`src/rtl/digit_seq_ctrl.sv`:
```
// rtl/digit_seq_ctrl.sv - digit table sequencer with prescaled run, stop, single-step and valid/ready output
// Optional reverse stepping: define DIGIT_SEQ_REVERSE_EN to add the dir input.
module digit_seq_ctrl #(
   parameter int DEPTH    = 8,
   parameter int DW       = 4,
   parameter int PRESCALE = 4
) (
   input  logic                       clk,
   input  logic                       reset,
`ifdef DIGIT_SEQ_REVERSE_EN
   input  logic                       dir,
`endif
   input  logic                       wr_en,
   input  logic [$clog2(DEPTH)-1:0]   wr_addr,
   input  logic [DW-1:0]              wr_data,
   input  logic [$clog2(DEPTH):0]     len,
   input  logic                       start,
   input  logic                       stop,
   input  logic                       step,
   output logic [DW-1:0]              digit_out,
   output logic                       digit_valid,
   input  logic                       digit_ready,
   output logic                       busy,
   output logic                       wrap
);

   localparam int AW = $clog2(DEPTH);
   localparam int LW = AW + 1;
   localparam int PW = (PRESCALE > 1) ? $clog2(PRESCALE) : 1;

   typedef enum logic [1:0] {S_IDLE, S_RUN, S_PRESENT} state_t;

   state_t          state_q, state_d;
   logic [AW-1:0]   idx_q, idx_d;
   logic [LW-1:0]   len_q, len_d;
   logic [PW-1:0]   pre_q, pre_d;
   logic            single_q, single_d;
   logic            stop_pend_q, stop_pend_d;
   logic [DW-1:0]   dout_q, dout_d;
   logic            dvalid_q, dvalid_d;
   logic [DW-1:0]   mem_q [DEPTH];
   logic [DW-1:0]   mem_d [DEPTH];

   logic [LW-1:0]   len_eff;
   logic            handshake;
   logic            at_last;
   logic            wrap_now;
   logic [AW-1:0]   idx_next;

   // Clamp requested length into 1..DEPTH and work out the post-handshake index.
   always_comb begin
      len_eff = len;
      if (len == '0) begin
         len_eff = LW'(1);
      end else if (len > LW'(DEPTH)) begin
         len_eff = LW'(DEPTH);
      end
      handshake = (state_q == S_PRESENT) && dvalid_q && digit_ready;
      at_last   = ({1'b0, idx_q} == (len_q - LW'(1)));
      wrap_now  = at_last;
      idx_next  = at_last ? '0 : (idx_q + AW'(1));
`ifdef DIGIT_SEQ_REVERSE_EN
      if (dir) begin
         wrap_now = (idx_q == '0);
         idx_next = (idx_q == '0) ? AW'(len_q - LW'(1)) : (idx_q - AW'(1));
      end
`endif
   end

   // Next-state logic for the sequencer and the digit table.
   always_comb begin
      state_d     = state_q;
      idx_d       = idx_q;
      len_d       = len_q;
      pre_d       = pre_q;
      single_d    = single_q;
      stop_pend_d = stop_pend_q;
      dout_d      = dout_q;
      dvalid_d    = dvalid_q;
      mem_d       = mem_q;
      if (wr_en) begin
         mem_d[wr_addr] = wr_data;
      end
      case (state_q)
         S_IDLE: begin
            stop_pend_d = 1'b0;
            if (!stop && start) begin
               idx_d    = '0;
               pre_d    = '0;
               single_d = 1'b0;
               len_d    = len_eff;
               state_d  = S_RUN;
            end else if (!stop && step) begin
               single_d = 1'b1;
               len_d    = len_eff;
               dout_d   = mem_q[idx_q];
               dvalid_d = 1'b1;
               state_d  = S_PRESENT;
            end
         end
         S_RUN: begin
            if (stop) begin
               pre_d   = '0;
               state_d = S_IDLE;
            end else if (pre_q == PW'(PRESCALE - 1)) begin
               dout_d   = mem_q[idx_q];
               dvalid_d = 1'b1;
               state_d  = S_PRESENT;
            end else begin
               pre_d = pre_q + PW'(1);
            end
         end
         S_PRESENT: begin
            if (stop) begin
               stop_pend_d = 1'b1;
            end
            if (handshake) begin
               idx_d    = idx_next;
               dvalid_d = 1'b0;
               pre_d    = '0;
               if (single_q || stop_pend_q || stop) begin
                  stop_pend_d = 1'b0;
                  state_d     = S_IDLE;
               end else begin
                  state_d = S_RUN;
               end
            end
         end
         default: begin
            state_d = S_IDLE;
         end
      endcase
   end

   // State, presented digit and table registers with asynchronous clear.
   always_ff @(posedge clk or negedge reset) begin
      if (!reset) begin
         state_q     <= S_IDLE;
         idx_q       <= '0;
         len_q       <= LW'(1);
         pre_q       <= '0;
         single_q    <= 1'b0;
         stop_pend_q <= 1'b0;
         dout_q      <= '0;
         dvalid_q    <= 1'b0;
         for (int i = 0; i < DEPTH; i++) begin
            mem_q[i] <= '0;
         end
      end else begin
         state_q     <= state_d;
         idx_q       <= idx_d;
         len_q       <= len_d;
         pre_q       <= pre_d;
         single_q    <= single_d;
         stop_pend_q <= stop_pend_d;
         dout_q      <= dout_d;
         dvalid_q    <= dvalid_d;
         mem_q       <= mem_d;
      end
   end

   assign digit_out   = dout_q;
   assign digit_valid = dvalid_q;
   assign busy        = (state_q != S_IDLE);
   assign wrap        = handshake && wrap_now;

endmodule
```
`config.mk`:
```
export PLATFORM = sky130hd
export DESIGN_NAME = digit_seq_ctrl
export DESIGN_NICKNAME = d
export VERILOG_FILES = /design/src/rtl/digit_seq_ctrl.sv
export SDC_FILE = /design/constraint.sdc
export NUM_CORES = 1
export LEC_CHECK = 0
export CAP_MARGIN = 20
export CORE_MARGIN = 2
export CORE_UTILIZATION = 35
export DETAILED_ROUTE_END_ITERATION = 10
export PLACE_DENSITY = 0.64
export RECOVER_POWER = 100
export SETUP_SLACK_MARGIN = 0.1
export SLEW_MARGIN = 20
export SYNTH_ARGS = -nofsm -noshare
export SYNTH_HDL_FRONTEND = slang
export SYNTH_SLANG_ARGS = --single-unit
export TNS_END_PERCENT = 50
```
`constraint.sdc`:
```
create_clock -name clk -period 2.9 [get_ports clk]
set_input_delay 0.29 -clock clk [delete_from_list [all_inputs] [get_ports clk]]
set_output_delay 0.29 -clock clk [all_outputs]
set_load 0.005 [all_outputs]
```
### Word level (Yosys, flattened, before mapping)

Cells that the tools add are included.
W data, S select, Z words.

* add/subtract/negate cells: 3
* multipliers: 0
* divide/modulo/power cells: 0
* $lt $le $gt $ge: 4
* equality and inequality tests: 13
* shift operators: 0
* mux-type cells: 42
* bitwise operators: 2
* reduce and logical (&&, ||, !) cells: 22

Operators by type and width (number)
* $mux W4: 11
* $bwmux W32: 1
* $mux W2: 9
* $bmux W4 S3: 1
* $demux W4 S3: 1
* $ne A2 B2 Y1 const B: 6
* $pmux W2 S3: 2
* $mux W1: 10
* $mux W3: 3
* $ne A3 B3 Y1 const B: 3
* $ge A4 B4 Y1 const B: 2
* $not A3 Y4: 2
* $pmux W4 S2: 1
* $reduce_bool A2 Y1: 4
* $logic_and A1 B1 Y1: 6
* $pmux W3 S2: 1
* $reduce_and A3 Y1: 2
* $reduce_and A6 Y1: 1
* $reduce_and A5 Y1: 1
* $eq A2 B2 Y1 const B: 2
* $eq A3 B4 Y1: 1
* $gt A4 B4 Y1 const B: 1
* $logic_not A4 Y1: 1
* $lt A4 B1 Y1 const B: 1
* 12 further kinds: 13

* register bits after elaboration: 50
* latch bits: 0
* memory bits (writable): 0
* bits in read-only memories: 0
* input bits: 18
* output and inout bits: 7
* logic and storage cells: 102
* memories kept: 0

### Logic depth before layout (Yosys ltp)

Gate-level depths: netlist of run 1.

* word-level depth: 7
* gate-level depth with buffers: 6

### Worst setup path after synthesis of run 1

OpenSTA, ideal clock, no wires.

* path type: reg-to-reg
* start: register len_q[0]
* end: register idx_q[2]
* library setup time: 0.138 ns
* arrival: 1.737 ns
* required time: 2.762 ns
* setup slack: 1.025 ns
* stages on the path, launching flop included: 7
* buffers on the path: 0
* period minus slack after synthesis: 1.875 ns
* cells stage by stage: dfstp_2 > inv_1 > ha_1 > xnor2_1 > o311a_1 > o41ai_1 > o41ai_1

* longest elaborated chain between the ends: 5

Ends and longest elaborated chain
* start: declaration: line 35 `logic [LW-1:0] len_q, len_d;`
* start signal: assignment: line 152 `len_q <= len_d;`
* $sub A4 B1 Y4: line 59 `at_last = ({1'b0, idx_q} == (len_q - LW'(1)));`
* $eq A3 B4 Y1: line 59
* $mux W3: line 61 `idx_next = at_last ? '0 : (idx_q + AW'(1));`
* $mux W3: line 117 `if (handshake) begin`
* $pmux W3 S2: line 84 `case (state_q)`
* end signal: assignment: line 151 `idx_q <= idx_d;`
* end: declaration: line 34 `logic [AW-1:0] idx_q, idx_d;`

No other way between the ends. The select of a mux whose other input is x is not followed.
A chain may end at the register's enable or synchronous reset.

### Final worst setup path of run 1

* start: register len_q[0]
* end: output port wrap

* longest elaborated chain between the ends: 3

Ends and longest elaborated chain
* $sub A4 B1 Y4: line 59
* $eq A3 B4 Y1: line 59
* $logic_and A1 B1 Y1: line 165 `assign wrap = handshake && wrap_now;`
* end: declaration: line 24 `output logic wrap`

No other way between the ends.

==> results of run 1 <==
[area by class of cell]
type	count	area [sq um]	area share
clock buffers	5	68.8	0.0236
clock inverters	3	40.0	0.0137
inverters	6	23.8	0.00814
multi-input cells	131	1140	0.390
flip-flops and latches	50	1250	0.429
well taps	96	120	0.0411
repair buffers	30	277	0.0946
[worst register-to-register path, stage by stage, from the launching register on]
cell	delay, ps
dfrtp_1	550
or3b_1	420
a21boi_0	880
nor2_1	100
a21oi_1	150
[through the flow]
step	utilization	std cells	power (W)	hold slack, ps
floorplan	-	193	0.00161	-5.59
global placement	0.413	310	0.00183	309
detailed placement	0.413	310	0.00185	320
CTS	0.430	319	0.00234	495
global route	0.425	321	0.00246	505
finish	0.425	321	0.00230	490
[cell families after synthesis]
group                      synth area share
buffers and inverters                0.0295
xor gates and xnor gates             0.0140
DFF                                   0.500
and+or+nand+nor                       0.107
adders and majority gates            0.0150
muxes                                 0.236
AOI/OAI and AO/OA                    0.0979
[path summary, 6_finish.rpt]
kind / cells past startpoint / from / end
worst max-delay path: 7 / len_q[0]$_DFFE_PN1P_ / wrap
worst min-delay path: 1 / mem_q[15]$_DFFE_PN0P_ / mem_q[15]$_DFFE_PN0P_
worst max register to register: 4 / state_q[0]$_DFFE_PN0P_ / digit_out[2]$_DFFE_PN0P_
worst min register to register: 1 / mem_q[15]$_DFFE_PN0P_ / mem_q[15]$_DFFE_PN0P_
max in group asynchronous: 3 / reset / mem_q[12]$_DFFE_PN0P_
min in group asynchronous: 2 / reset / pre_q[0]$_DFFE_PN0P_
[sequential cells by signal, summed over array words and instances (netlist names), 2 cells and up]
name and flops:
mem_q 32, digit_out 4, len_q 4, idx_q 3, pre_q 2, state_q 2
[power by group through the flow]
stage / Clock, W / Sequential, W / Combinational, W
4_1_cts: 0.000500 / 0.00104 / 0.000800
2_1_floorplan: 0 / 0.000989 / 0.000617
5_1_grt: 0.000531 / 0.00107 / 0.000859
6_report: 0.000491 / 0.00104 / 0.000773
3_5_place_dp: 0 / 0.00106 / 0.000793
3_3_place_gp: 0 / 0.00105 / 0.000779
[layer usage]
layer	track usage	wire length [microns]
met1	0.201	2450
met2	0.205	2170
met3	0.0326	228
met4	0.0537	121
met5	0	0
[what timing repair did]
| action | CTS | global route |
|---|---|---|
| gates resized for setup | 0 | 2 |
| setup buffers | 0 | 2 |
| setup endpoints to repair | 0 | 1 |
| hold buffers | 1 | 0 |
| hold endpoints to repair | 23 | 0 |
[layout by cell type (no fill, tap or decap), types with 4 or more instances in the layout]
cell             count
nand2_1              5
mux2i_1              4
mux2_1              33
clkdlybuf4s50_1     14
nor3_1               4
o21ai_0              5
inv_1                5
dfrtp_1             49
a21oi_1             12
mux4_2               8
dlygate4sd3_1        9
nor2_1              16
clkbuf_8             5
[synth_stat cells, types with 2 or more instances]
library cell	count
a21oi_1	12
buf_4	2
dfrtp_1	49
ha_1	3
inv_1	5
mux2_1	33
mux2i_1	4
mux4_2	8
nand2_1	5
nand2b_1	3
nand3_1	3
nand4_1	2
nand4b_1	3
nor2_1	16
nor2b_1	3
nor3_1	2
nor3b_2	2
o21ai_0	3
o21ai_1	5
o31ai_1	3
o41ai_1	2
xnor2_1	3
==> results.ini, run 1 <==
[sta]
period_needed_ps = 2390
drv_slew = 0
timing.fmax_mhz = 418
finalHoldViolCount = 0
rsz0062_at_grt = no
setup_viol = 0
postLayoutSetupSlackWorst_ps = 508
tightestPinTransition_ps = 1360
max_slew_margin = 0.0948
setup_tns_ps = 0
fin_skew_ps = 6.23
fin_crit_sh = 0.825

[synthesis]
synthArstFlopShare = 1.00
synthCells = 193
synth_top_area_cell = dfrtp_1
synth-main-ff-cell = dfrtp_1
yosysSeqAreaShare = 0.500
syn-cell-area_sq_um = 2500
synth-edff-count = 0
avgSynthCellArea_sq_um = 13.0
synth_cell_types = 44
yosys-top-cells-area = dfrtp_1, mux2_1, mux4_2
synth_top_area_frac = 0.490
syn_nets = 214
yosys_warnings = 0
synth-seq-cells = 50

[power_and_ir_drop]
p_per_area_nw_per_um2 = 788
p_seq_frac = 0.451
power_frac_comb = 0.336
clockPowerShare = 0.213
swShare = 0.312
peakVddDrop_mv = 0.280
p_switching_w = 0.000718
leakage_nw = 1.18
power.internal_w = 0.00158

[global_route]
grtUsageTotal = 0.140
grt_max_degree = 26
grt_pass1_vias = 1664
grt_pass1_wl_microns = 8190
grt_overflow = 0
antenna_found_initial = 0

[floorplan]
start_util = 0.365
io_pins = 25
chipHeight_microns = 88.6
fp.dieW_microns = 88.6
die-area_sq_um = 7850
rows = 30
coreArea_sq_um = 6870

[clocking]
cts_buffer_depth = 2
cts_tree = yes
path_clk_slew_ps = 100
cts_buffers = 5
htreeDepth = 2
root_buffer = clkbuf_8
cts_sinks = 50
clk_latency_ps = 310

[worst_setup_path]
cp_slowest_cell = dfstp_1
reg2reg_slack_ps = 730
worstPathRequired_ps = 2610
crit_family = flip-flops
path_buf_inv = 2
path_cells = inv_1 > ha_1 > xnor2_1 > xor2_1 > and4_1 > nor2b_1 > dlymetal6s2s_1
crit_path_start_kind = flip-flop
path_max_fanout = 4
end_kind = output pin
cp.arrival_ps = 2100
slowest_delay_ps = 590
crit_type = flip-flop to output pin

[drt]
detail_route.iter0.violations = 53
avgRoutedWirePerCell_microns = 15.5
antenna_left = 0
routed_wl_microns = 4960
dr.pass1.iters = 4
via_count = 1641
post-route-drc-count = 0
viasPerCell = 5.11

[placement]
gp_congestion = 0.800
io_buffers = 24
placed_cell_area_sq_um = 2830
dp_slack_ps = 530
dp_hpwl_microns = 3500

[layout]
finalInstanceArea_sq_um = 2920
syn_to_final_growth_pct = 16.6
nFillCells = 653
antennaDiodeCount = 0
layout-drive-gt1-share = 0.0978
fin_nets = 245

[job]
cap_violations = 0

[run_status]
status = completed

[worst_hold_path]
hold_class = flip-flop to flip-flop

Note: power is estimated with default switching activity, not from simulation.
==> run 2: changes to the inputs <==
clock period = 2.3 ns   (was 2.9 ns; I/O delays follow)
==> run 2 against run 1 <==
  * Via count fell by 1.7%
  * Flip-flop and latch count stayed put
  * Worst hold slack got worse by 240 ps
  * Setup slack worse by 340 ps
  * Clock skew grew 5.6 ps
  * Sequential share of layout area decreased by 0.53 points
==> results.ini, run 2 (synthesis results as in run 1) <==
[run_status]
status = completed  ; unchanged

[worst_setup_path]
crit_path_start_kind = flip-flop  ; unchanged
worstPathRequired_ps = 2070  ; was 2610 ps
crit_type = flip-flop to output pin  ; unchanged
cp.arrival_ps = 1900  ; was 2100 ps
end_kind = output pin  ; unchanged
path_max_fanout = 9  ; was 4
worstSetupStartpoint = state_q[0]$_DFFE_PN0P_  ; was len_q[0]$_DFFE_PN1P_
rr_startpoint = state_q[0]$_DFFE_PN0P_  ; unchanged

[global_route]
grt_pass1_vias = 1652  ; was 1,664
grt_max_degree = 51  ; was 26
grtUsageTotal = 0.136  ; was 0.140
grt_overflow = 0  ; unchanged
antenna_found_initial = 0  ; unchanged
grt_pass1_wl_microns = 8160  ; was 8190 microns

[drt]
avgRoutedWirePerCell_microns = 14.6  ; was 15.5 microns
post-route-drc-count = 0  ; unchanged
routed_wl_microns = 4750  ; was 4960 microns
via_count = 1613  ; was 1,641
dr.pass1.iters = 4  ; unchanged
viasPerCell = 4.96  ; was 5.11
antenna_left = 0  ; unchanged
detail_route.iter0.violations = 53  ; unchanged

[layout]
antennaDiodeCount = 0  ; unchanged
fin_cells = 325  ; was 321
finalInstanceArea_sq_um = 2960  ; was 2920 sq um
final_cell_mix = dfrtp_1, mux2_1, nor2_1  ; unchanged
final_core_util = 0.431  ; was 0.425
top_register = mem_q  ; unchanged
layout-drive-gt1-share = 0.148  ; was 0.0978
largest_register_ffs = 32  ; unchanged
fin_nets = 249  ; was 245
layout_commonest_cell = dfrtp_1  ; unchanged
syn_to_final_growth_pct = 18.1  ; was 16.6%

[sta]
period_needed_ps = 2130
fin_skew_ps = 11.9  ; was 6.23 ps
setup_viol = 0  ; unchanged
finalHoldViolCount = 0  ; unchanged
drv_slew = 0  ; unchanged
fin_crit_sh = 0.925
rsz0062_at_grt = no  ; unchanged
max_slew_margin = 0.183  ; was 0.0948
setup_tns_ps = 0  ; unchanged
timing.fmax_mhz = 470
postLayoutSetupSlackWorst_ps = 172  ; was 508 ps
tightestPinTransition_ps = 1230  ; was 1360 ps

[floorplan]
chipHeight_microns = 88.6  ; unchanged
die-area_sq_um = 7850  ; unchanged
fp.dieW_microns = 88.6  ; unchanged
rows = 30  ; unchanged
io_pins = 25  ; unchanged
start_util = 0.365  ; unchanged
coreArea_sq_um = 6870  ; unchanged

[power_and_ir_drop]
swShare = 0.309  ; was 0.312
power.internal_w = 0.00197  ; was 0.00158 W
p_seq_frac = 0.444  ; was 0.451
clockPowerShare = 0.182  ; was 0.213
peakVddDrop_mv = 0.307  ; was 0.280 mV
power_frac_comb = 0.374  ; was 0.336
p_per_area_nw_per_um2 = 965  ; was 788 nW/um^2
leakage_nw = 1.19  ; was 1.18 nW
p_switching_w = 0.000880  ; was 0.000718 W

[placement]
gp_congestion = 0.789  ; was 0.800
dp_hpwl_microns = 3390  ; was 3500 microns
dp_slack_ps = 44.1  ; was 530 ps
placed_cell_area_sq_um = 2880  ; was 2830 sq um
dp.cells = 316  ; was 310
io_buffers = 24  ; unchanged

[clocking]
cts_sinks = 50  ; unchanged
htreeDepth = 2  ; unchanged
cts_buffer_depth = 2  ; unchanged
path_clk_slew_ps = 80  ; was 100 ps
root_buffer = clkbuf_8  ; unchanged
cts_buffers = 5  ; unchanged
cts_tree = yes  ; unchanged
clk_latency_ps = 300  ; was 310 ps

[worst_hold_path]
hold_class = primary input to async pin  ; was flip-flop to flip-flop

[job]
cap_violations = 0  ; unchanged

run 2: metal layers:
layer | vias to the layer above | global-route usage | wire length, microns | share of wire
met1 | 795 | 0.192 | 2310 | 0.49
met3 | 2 | 0.0280 | 141 | 0.030
met2 | 25 | 0.218 | 2280 | 0.48
met5 | - | 0 | 0 | 0
met4 | 0 | 0.0331 | 15 | 0.0032
li1 | 791 | - | - | -
run 2: cell type report:
type / instances / area, sq um
sequential: 50 / 1250
inverter: 6 / 25.0
clock buffer: 6 / 82.6
tap: 96 / 120
multi-input combinational: 131 / 1170
timing repair buffer: 34 / 295
clock inverter: 2 / 12.5
fill: 673 / 3910
run 2: path summary, 6_finish.rpt:
| check | endpoint | slack (ps) | cells past startpoint |
|---|---|---|---|
| min in group clk | mem_q[22]$_DFFE_PN0P_ | 490 | 1 |
| hold reg to reg | mem_q[22]$_DFFE_PN0P_ | 490 | 1 |
| hold / removal | pre_q[0]$_DFFE_PN0P_ | 250 | 2 |
| setup / recovery | busy | 170 | 3 |
| setup reg to reg | digit_out[2]$_DFFE_PN0P_ | 340 | 5 |
| max in group asynchronous | mem_q[22]$_DFFE_PN0P_ | 1290 | 2 |
run 2: worst max-delay path, stage by stage (launching register included):
cell	delay, ps
dfrtp_1	480
clkbuf_1	310
or2_1	230
dlygate4sd3_1	590
run 2: what timing repair did:
item                       CTS  global route
pin swaps                    2             3
setup endpoints to repair    1             1
hold buffers                 0             0
gates resized for setup      4             2
setup buffers                1             0
run 2: metrics by stage:
stage                     total power (W)  hold slack, ps
after CTS                         0.00294            53.9
final                             0.00285             253
after global placement            0.00235             373
after detailed placement          0.00237             383
after global routing              0.00308             366
after floorplan                   0.00203           -65.6
run 2: power by group through the flow:
stage / Sequential (W) / Combinational [W] / Clock (W)
CTS: 0.00127 / 0.00112 / 0.000542
floorplan: 0.00125 / 0.000778 / 0
finish: 0.00127 / 0.00107 / 0.000520
global route: 0.00130 / 0.00120 / 0.000576
detailed placement: 0.00130 / 0.00108 / 0
global placement: 0.00128 / 0.00106 / 0
==> run 3: changes to the inputs <==
--- a/config.mk
+++ b/config.mk
@@ -7,5 +7,4 @@
 export LEC_CHECK = 0
 export CAP_MARGIN = 20
-export CORE_MARGIN = 2
 export CORE_UTILIZATION = 35
 export DETAILED_ROUTE_END_ITERATION = 10
==> constraint.sdc (replaced) <==
create_clock -name clk -period 2.3 [get_ports clk]
set_input_delay 0.23 -clock clk [delete_from_list [all_inputs] [get_ports clk]]
set_output_delay 0.23 -clock clk [all_outputs]
set_load 0.05 [all_outputs]
==> run 3 against run 2 <==
  * Clock skew decreased by 8.1 ps
  * Highest routed layer unchanged
  * Fmax decreased by 4.0%
  * Critical endpoint is now wrap
  * Clock power increased by 45%
  * Die area decreased by 4.5%
  * Largest cell class unchanged
  * Sequential share of layout area decreased by 1.0 points
  * Combinational power increased by 20%
  * Flip-flop and latch count unchanged
  * First-iteration DRC count increased by 38%
  * The flow now finishes with violations (capacitance limit, slew limit)
==> results.ini, run 3 (synthesis results as in run 1) <==
[drt]
detail_route.iter0.violations = 73  ; was 53
routed_wl_microns = 5050  ; was 4750 microns
via_count = 1639  ; was 1,613
post-route-drc-count = 0  ; unchanged
dr.pass1.iters = 4  ; unchanged
antenna_left = 0  ; unchanged
viasPerCell = 5.04  ; was 4.96
avgRoutedWirePerCell_microns = 15.5  ; was 14.6 microns

[layout]
largest_register_ffs = 32  ; unchanged
antennaDiodeCount = 0  ; unchanged
final_cell_mix = dfrtp_1, mux2_1, nor2_1  ; unchanged
layout_commonest_cell = dfrtp_1  ; unchanged
final_core_util = 0.442  ; was 0.431
top_register = mem_q  ; unchanged
fin_cells = 325  ; unchanged
layout-drive-gt1-share = 0.144  ; was 0.148
fin_nets = 249  ; unchanged
syn_to_final_growth_pct = 21.1  ; was 18.1%

[clocking]
htreeDepth = 2  ; unchanged
cts_tree = yes  ; unchanged
root_buffer = clkbuf_8  ; unchanged
cts_buffers = 5  ; unchanged
clk_latency_ps = 300  ; about the same
path_clk_slew_ps = 90  ; was 80 ps
cts_buffer_depth = 2  ; unchanged
cts_sinks = 50  ; unchanged

[worst_setup_path]
rr_startpoint = state_q[0]$_DFFE_PN0P_  ; unchanged
reg2reg_to = digit_out[1]$_DFFE_PN0P_  ; was digit_out[2]$_DFFE_PN0P_
worstRegToRegCells = 5  ; unchanged
cp.arrival_ps = 1990  ; was 1900 ps
end_kind = output pin  ; unchanged
reg2reg_slack_ps = 370  ; was 340 ps
crit_path_start_kind = flip-flop  ; unchanged
worstPathRequired_ps = 2070  ; about the same
crit_type = flip-flop to output pin  ; unchanged
path_max_fanout = 2  ; was 9

[global_route]
grt_pass1_wl_microns = 8330  ; was 8160 microns
antenna_found_initial = 0  ; unchanged
grtUsageTotal = 0.147  ; was 0.136
grt_pass1_vias = 1627  ; was 1,652
grt_overflow = 0  ; unchanged
grt_max_degree = 32  ; was 51

[placement]
gp_congestion = 0.754  ; was 0.789
dp.cells = 313  ; was 316
io_buffers = 24  ; unchanged
dp_hpwl_microns = 3510  ; was 3390 microns

[worst_hold_path]
min_to = mem_q[27]$_DFFE_PN0P_
worst_hold_startpoint = mem_q[27]$_DFFE_PN0P_
hold_class = flip-flop to flip-flop  ; was primary input to async pin
worst_hold_path.num_cells = 1

[sta]
timing.fmax_mhz = 451  ; was 470 MHz
fin_crit_sh = 0.964  ; was 0.925
setup_tns_ps = 0  ; unchanged
rsz0062_at_grt = yes  ; was no
drv_slew = 32  ; was 0
period_needed_ps = 2220  ; was 2130 ps
max_slew_margin = -0.124  ; was 0.183
whs_ps = 489  ; was 253 ps
fin_skew_ps = 3.83  ; was 11.9 ps
setup_viol = 0  ; unchanged
finalHoldViolCount = 0  ; unchanged
tightestPinTransition_ps = 1690  ; was 1230 ps

[floorplan]
die-area_sq_um = 7500  ; was 7850 sq um
start_util = 0.365  ; unchanged
fp.dieW_microns = 86.6  ; was 88.6 microns
coreArea_sq_um = 6870  ; unchanged
rows = 30  ; unchanged
io_pins = 25  ; unchanged
chipHeight_microns = 86.6  ; was 88.6 microns

[run_status]
status = finished, violations left  ; was completed
violations = capacitance limit, slew limit

[job]
cap_violations = 1  ; was 0

[power_and_ir_drop]
swShare = 0.332  ; was 0.309
power_frac_comb = 0.384  ; was 0.374
p_seq_frac = 0.390  ; was 0.444
p_switching_w = 0.00110  ; was 0.000880 W
power.internal_w = 0.00222  ; was 0.00197 W
clockPowerShare = 0.226  ; was 0.182
p_per_area_nw_per_um2 = 1100  ; was 965 nW/um^2
power.total_w = 0.00333  ; was 0.00285 W
peakVddDrop_mv = 0.399  ; was 0.307 mV
leakage_nw = 1.21  ; was 1.19 nW

==> run 3: cell type report <==
class,instances,area [sq um]
Fill cell,647,3840
Sequential cell,50,1250
Timing Repair Buffer,34,314
Clock inverter,2,60.1
Tap cell,96,120
Multi-Input combinational cell,131,1180
Inverter,6,25.0
Clock buffer,6,82.6
==> run 3: critical path, stage by stage (launching register included) <==
cell	delay, ps
dfstp_1	560
inv_2	60
ha_4	160
xnor2_2	190
xor2_1	190
and4_4	240
nor2b_4	160
buf_12	140
==> run 3: repair_timing <==
action                     in CTS  in global routing
pin swaps                       3                  5
hold endpoints to repair       28                  0
setup buffers                   3                  0
gates resized for setup         3                  4
setup endpoints to repair       1                  1
hold buffers                    1                  0
==> run 3: how the worst max path moves through the flow <==
| stage | startpoint | to | slack (ps) |
|---|---|---|---|
| floorplan | len_q[0]$_DFFE_PN1P_ | wrap | 220 |
| global placement | len_q[0]$_DFFE_PN1P_ | wrap | 330 |
| detailed placement | len_q[0]$_DFFE_PN1P_ | wrap | 300 |
| CTS | len_q[0]$_DFFE_PN1P_ | wrap | 110 |
| global route | len_q[0]$_DFFE_PN1P_ | wrap | -60 |
| finish | len_q[0]$_DFFE_PN1P_ | wrap | 80 |
==> run 3: metrics by stage <==
step / cell area [sq um] / worst slack [ps]
after floorplan: 2510 / 223
after global placement: 2870 / 333
after detailed placement: 2870 / 298
after CTS: 3060 / 107
after global routing: 3030 / -61.3
final: 3030 / 82.0
==> run 3: routing by layer <==
layer	track usage	vias to the layer above	part of all wire
met4	0.0364	0	0.0073
met1	0.221	809	0.49
met2	0.215	39	0.46
met5	0	-	0
met3	0.0295	4	0.041
li1	-	787	-
==> run 3: power groups by stage <==
stage / clock, W / combinational [W] / sequential (W)
3_5_place_dp: 0 / 0.00119 / 0.00131
6_report: 0.000753 / 0.00128 / 0.00130
3_3_place_gp: 0 / 0.00117 / 0.00131
5_1_grt: 0.000816 / 0.00139 / 0.00133
4_1_cts: 0.000771 / 0.00127 / 0.00129
2_1_floorplan: 0 / 0.000802 / 0.00138
